$ cat src/rtl/load_store_unit.sv
// Load/store unit between the execute stage and data_memory_controller.
// Issues single controller accesses, or byte-by-byte accesses when a request crosses a line.
module load_store_unit #(
    parameter int unsigned LINE_LOG2 = 4,
    parameter int unsigned ADDR_W    = 32
) (
    input  logic              clk,
    input  logic              reset,
    input  logic              req_valid,
    output logic              req_ready,
    input  logic              req_write,
    input  logic [2:0]        req_funct3,
    input  logic [ADDR_W-1:0] req_addr,
    input  logic [31:0]       req_wdata,
    output logic              resp_valid,
    output logic [31:0]       resp_rdata,
    output logic              resp_err,
    output logic [ADDR_W-1:0] mem_addr,
    output logic [31:0]       mem_wdata,
    output logic [1:0]        mem_write_mode,
    output logic              mem_enable,
    input  logic [31:0]       mem_rdata,
    input  logic              mem_wait
);

    typedef enum logic [1:0] {
        ST_IDLE,
        ST_ACCESS,
        ST_SPLIT,
        ST_ERR
    } state_t;

    // Wide enough that line offset + 4 never wraps for any line size.
    localparam int unsigned SUM_W = LINE_LOG2 + 3;

    state_t            state_q, state_d;
    logic [ADDR_W-1:0] addr_q, addr_d;
    logic [31:0]       wdata_q, wdata_d;
    logic [2:0]        funct3_q, funct3_d;
    logic              write_q, write_d;
    logic [1:0]        k_q, k_d;
    logic [31:0]       load_buf_q, load_buf_d;
    logic              resp_valid_q, resp_valid_d;
    logic [31:0]       resp_rdata_q, resp_rdata_d;
    logic              resp_err_q, resp_err_d;

    logic              accept;
    logic              req_legal;
    logic              req_cross;
    logic [2:0]        req_size;
    logic [SUM_W-1:0]  off_sum;
    logic [1:0]        last_k;
    logic [1:0]        size_mode;
    logic [31:0]       load_buf_next;
    logic              done;

    function automatic logic is_legal(input logic wr, input logic [2:0] f);
        if (wr) begin
            return (f == 3'b000) || (f == 3'b001) || (f == 3'b010);
        end
        return (f == 3'b000) || (f == 3'b001) || (f == 3'b010) ||
               (f == 3'b100) || (f == 3'b101);
    endfunction

    function automatic logic [31:0] extend(input logic [2:0] f, input logic [31:0] b);
        case (f)
            3'b000:  return {{24{b[7]}}, b[7:0]};
            3'b001:  return {{16{b[15]}}, b[15:0]};
            3'b100:  return {24'b0, b[7:0]};
            3'b101:  return {16'b0, b[15:0]};
            default: return b;
        endcase
    endfunction

    assign req_ready = (state_q == ST_IDLE) && !reset;
    assign accept    = req_valid && req_ready;

    always_comb begin
        case (req_funct3[1:0])
            2'b00:   req_size = 3'd1;
            2'b01:   req_size = 3'd2;
            default: req_size = 3'd4;
        endcase
        off_sum   = SUM_W'(req_addr[LINE_LOG2-1:0]) + SUM_W'(req_size);
        req_cross = off_sum > SUM_W'(2 ** LINE_LOG2);
        req_legal = is_legal(req_write, req_funct3);
    end

    always_comb begin
        case (funct3_q[1:0])
            2'b00:   begin last_k = 2'd0; size_mode = 2'd1; end
            2'b01:   begin last_k = 2'd1; size_mode = 2'd2; end
            default: begin last_k = 2'd3; size_mode = 2'd3; end
        endcase
    end

    always_comb begin
        state_d        = state_q;
        addr_d         = addr_q;
        wdata_d        = wdata_q;
        funct3_d       = funct3_q;
        write_d        = write_q;
        k_d            = k_q;
        load_buf_d     = load_buf_q;
        resp_valid_d   = 1'b0;
        resp_rdata_d   = resp_rdata_q;
        resp_err_d     = resp_err_q;
        mem_enable     = 1'b0;
        mem_addr       = '0;
        mem_wdata      = '0;
        mem_write_mode = 2'd0;
        load_buf_next  = load_buf_q;
        done           = 1'b0;

        unique case (state_q)
            ST_IDLE: begin
                if (accept) begin
                    addr_d     = req_addr;
                    wdata_d    = req_wdata;
                    funct3_d   = req_funct3;
                    write_d    = req_write;
                    k_d        = 2'd0;
                    load_buf_d = '0;
                    if (!req_legal) begin
                        state_d = ST_ERR;
                    end else if (req_cross) begin
                        state_d = ST_SPLIT;
                    end else begin
                        state_d = ST_ACCESS;
                    end
                end
            end
            ST_ACCESS: begin
                mem_enable     = 1'b1;
                mem_addr       = addr_q;
                mem_wdata      = wdata_q;
                mem_write_mode = write_q ? size_mode : 2'd0;
                if (!mem_wait) begin
                    load_buf_next = mem_rdata;
                    load_buf_d    = load_buf_next;
                    done          = 1'b1;
                end
            end
            ST_SPLIT: begin
                mem_enable     = 1'b1;
                mem_addr       = addr_q + ADDR_W'(k_q);
                mem_wdata      = {24'b0, wdata_q[{k_q, 3'b000} +: 8]};
                mem_write_mode = write_q ? 2'd1 : 2'd0;
                if (!mem_wait) begin
                    load_buf_next[{k_q, 3'b000} +: 8] = mem_rdata[7:0];
                    load_buf_d = load_buf_next;
                    k_d        = k_q + 2'd1;
                    done       = (k_q == last_k);
                end
            end
            ST_ERR: begin
                state_d      = ST_IDLE;
                resp_valid_d = 1'b1;
                resp_err_d   = 1'b1;
                resp_rdata_d = '0;
            end
            default: state_d = ST_IDLE;
        endcase

        // Final completion edge: extend the just-assembled buffer, not the stale one.
        if (done) begin
            state_d      = ST_IDLE;
            resp_valid_d = 1'b1;
            resp_err_d   = 1'b0;
            resp_rdata_d = write_q ? 32'd0 : extend(funct3_q, load_buf_next);
        end
    end

    always_ff @(posedge clk or posedge reset) begin
        if (reset) begin
            state_q      <= ST_IDLE;
            addr_q       <= '0;
            wdata_q      <= '0;
            funct3_q     <= '0;
            write_q      <= 1'b0;
            k_q          <= '0;
            load_buf_q   <= '0;
            resp_valid_q <= 1'b0;
            resp_rdata_q <= '0;
            resp_err_q   <= 1'b0;
        end else begin
            state_q      <= state_d;
            addr_q       <= addr_d;
            wdata_q      <= wdata_d;
            funct3_q     <= funct3_d;
            write_q      <= write_d;
            k_q          <= k_d;
            load_buf_q   <= load_buf_d;
            resp_valid_q <= resp_valid_d;
            resp_rdata_q <= resp_rdata_d;
            resp_err_q   <= resp_err_d;
        end
    end

    assign resp_valid = resp_valid_q;
    assign resp_rdata = resp_rdata_q;
    assign resp_err   = resp_err_q;

endmodule

$ cat config.mk
export PLATFORM = sky130hd
export DESIGN_NAME = load_store_unit
export DESIGN_NICKNAME = d
export VERILOG_FILES = /design/src/rtl/load_store_unit.sv
export SDC_FILE = /design/constraint.sdc
export NUM_CORES = 1
export LEC_CHECK = 0
export ABC_AREA = 1
export CELL_PAD_IN_SITES_DETAIL_PLACEMENT = 0
export CELL_PAD_IN_SITES_GLOBAL_PLACEMENT = 2
export CORE_MARGIN = 2
export CORE_UTILIZATION = 30
export DETAILED_ROUTE_END_ITERATION = 12
export HOLD_SLACK_MARGIN = 0.08
export PLACE_DENSITY_LB_ADDON = 0.05
export SLEW_MARGIN = 10
export SYNTH_ARGS = -nofsm -noshare
export SYNTH_HDL_FRONTEND = slang
export SYNTH_SLANG_ARGS = --single-unit
$ cat constraint.sdc
create_clock -name clk -period 11.3 [get_ports clk]
set_clock_uncertainty 0.2 [all_clocks]
set_input_delay 2.26 -clock clk [delete_from_list [all_inputs] [get_ports clk]]
set_output_delay 2.26 -clock clk [all_outputs]
set_load 0.01 [all_outputs]
==> flow_summary.yaml <==
clocking:
  cts_tree: "yes"
  cts_root_buf: "clkbuf_16"
  htreeDepth: 4
  postCtsSetupRepairBufs: 0
  cts.sink_count: 138
  hold_buffers: 0
  numCtsBuffers: 17
  clk_path_buf_depth: 2
  cts-resized-gates: 0
  path_clk_slew_ns: 0.07
  clk_latency_ns: 0.42
worst_hold_path:
  min_from: "resp_rdata[11]$_DFFE_PP0P_"
  hold_path_class: "flip-flop to flip-flop"
  min_to: "resp_rdata[11]$_DFFE_PP0P_"
  hold_path_depth: 2
setup_path:
  worst-r2r-cell-count: 12
  worstReg2RegStart: "state_q[0]$_DFFE_PP0P_"
  max_stage_delay_ns: 0.77
  cp_max_fo: 50
  cp.required_ns: 8.84
  cp_top_family: "buffers and inverters"
  critPathKind: "flip-flop to output port"
  r2r_slack_ns: 7.81
  crit_path_cell_trace: "inv_1 > ha_1 > nand2_1 > inv_2 > buf_4 > o21ai_0 > o22ai_1 > clkdlybuf4s50_1"
  endpoint_kind: "output port"
  reg2reg_to: "resp_rdata[24]$_DFFE_PP0P_"
  crit_path_top_delay_cell: "ha_1"
  cp.arrival_ns: 3.73
  cp-start-kind: "flip-flop"
  worst-path-buf-inv: 4
cells_and_area:
  stdcell_count: 1849
  n_antenna_cell: 0
  drive_above_1_share: 0.06416
  area_delta_synth_final_pct: 31.96
  regArea_um2: 3453
  fin_util: 0.4051
  multi_input_comb_area_um2: 4533
  nets: 1573
  nFillCells: 3087
yosys:
  seq_area_frac_synth: 0.3888
  ys_seq_elements: 138
  synth_flop_cell: "dfrtp_1"
  syn_nets: 1405
  postSynthAreaPerCell_um2: 6.912
  synth.area.mux_share: 0.02155
  synth_cell_type_count: 40
  synth-xor-area-share: 0.001972
  synth_area_um2: 8882
  synth_compound_area_frac: 0.1862
  yosys.area_share.simple: 0.2753
  synth_edf_count: 0
  synth_fa_ha_area_frac: 0.02423
  synth_top_family_by_area: "simple AND/OR/NAND/NOR gates"
  yosysWarningCount: 0
  synthArstFlopShare: 1.000
  synthCells: 1285
die:
  rows: 62
  die_h_um: 176.1
  dieArea_um2: 31000
  dieWidth_um: 176.1
  start_util: 0.3070
  core_area_um2: 28940
  io_pins: 206
routing:
  via_count: 8939
  vias_per_cell: 4.835
  drc: 0
  routed_wirelength_um: 31390
  wire_per_inst_um: 16.98
  drt-initial-drc-count: 641
  firstDrtPassIters: 5
  ant_nets: 0
power:
  p_leak_nw: 5.372
  cellPowerDensity_nw_per_um2: 273.9
  ir_worst_vdd_mv: 0.1177
  p_total_mw: 3.210
sta:
  finalHoldViolCount: 0
  slew_viol_final: 0
  max-slew-margin-rel: 0.3279
  setup_viol: 0
  hold_ws_ns: 0.2803
  post-route-period-util: 0.5476
  setup_tns_ns: 0
  period_needed_ns: 6.188
  max_freq_mhz: 161.6
  tightest_slew_ns: 1.008
  grt_setup_unrepaired: "no"
placement:
  place_hpwl_um: 21820
  port_buffers: 205
  placedCellCount: 1818
  gp_congestion: 0.8342
global_route:
  overflow: 0
  grt_use_total: 0.2041
  antenna_found_initial: 2
  grt_max_degree: 81
  grt_pass1_wl_um: 49330
  grt_pass1_vias: 8805
status:
  status: "completed"
run:
  max_cap_violations: 0
[synth_stat cells (19+ instances only)]
cell type	count	area (um2)
nand3_1	54	270.3
o22ai_1	23	143.9
dfrtp_1	138	3453
o21ai_0	155	775.7
buf_2	28	140.1
o21ai_1	25	125.1
inv_1	140	525.5
nand4_1	19	118.9
a21oi_1	97	485.5
clkbuf_1	22	82.58
nand2_1	331	1242
nor2_1	141	529.3
[logic make-up after synthesis]
| kind of cell | Yosys count |
|---|---|
| and+or+nand+nor | 581 |
| buffers and inverters | 216 |
| xor gates and xnor gates | 2 |
| DFF | 138 |
| muxes | 17 |
| AOI/OAI and AO/OA | 315 |
| adders and majority gates | 16 |
[sequential cells by signal (all words and copies together), names as in the netlist]
signal / flops
addr_q: 32
load_buf_q: 32
resp_rdata: 32
wdata_q: 32
funct3_q: 3
k_q: 2
state_q: 2
resp_err: 1
resp_valid: 1
write_q: 1
[worst min-delay path, stage by stage (launching register included)]
cell	delay [ns]
dfrtp_1	0.35
nand2_1	0.05
nand2_1	0.05
[layer usage]
layer / vias up / share of wire / global-route usage
met5: - / 0.00080 / 0
met4: 4 / 0.0089 / 0.04063
met3: 19 / 0.058 / 0.04393
met2: 230 / 0.47 / 0.3369
met1: 4172 / 0.46 / 0.2761
li1: 4514 / - / -
[cell usage in the layout (no fill, tap or decap), types with 2 or more instances in the layout]
master and instances:
o21ai_1 25, a21oi_1 97, clkbuf_16 17, nor3_1 15, nor2_8 3, nor2_2 4
nor2_4 2, o22ai_1 23, nand2_2 7, inv_6 7, inv_2 9, clkdlybuf4s50_1 204
a31oi_1 5, nand3_1 54, inv_1 139, buf_4 10, nand2_1 329, nand2_4 2
fa_1 2, nand3_2 3, ha_1 14, xor2_1 2, dfrtp_1 138, mux2_2 17
o211ai_1 2, o21ai_0 155, nand4_1 19, nor2_1 141, clkinvlp_4 6
[final cells by class]
class                      count  area share
tap                          384     0.04099
multi-input combinational    931      0.3867
timing repair buffer         215      0.1810
inverter                     150     0.04846
sequential                   138      0.2946
clock buffer                  17     0.03629
clock inverter                14     0.01185
[per-stage QoR]
step                      area, um2  setup WS [ns]
after floorplan                8882          5.144
after global placement        11160          5.267
after detailed placement      11160          5.257
after CTS                     11720          5.033
after global routing          11720          4.856
final                         11720          5.112
[power by group]
group          total (mW)  internal (mW)  switching (mW)  leakage (nW)
Clock               0.563          0.308           0.255         0.258
Sequential          0.892          0.712           0.180          1.72
Combinational        1.76          0.680            1.08          3.40
[worst max-delay path by stage]
| stage | start | end | slack [ns] | cells after the start |
|---|---|---|---|---|
| after floorplan | reset | addr_q[0]$_DFFE_PP0P_ | 5.14 | 1 |
| after global placement | reset | req_ready | 5.27 | 3 |
| after detailed placement | reset | req_ready | 5.26 | 3 |
| after CTS | state_q[0]$_DFFE_PP0P_ | mem_addr[8] | 5.03 | 8 |
| after global routing | state_q[0]$_DFFE_PP0P_ | mem_addr[8] | 4.86 | 8 |
| final | state_q[0]$_DFFE_PP0P_ | mem_addr[8] | 5.11 | 8 |
No activity file was read; power rests on OpenSTA's default activity.
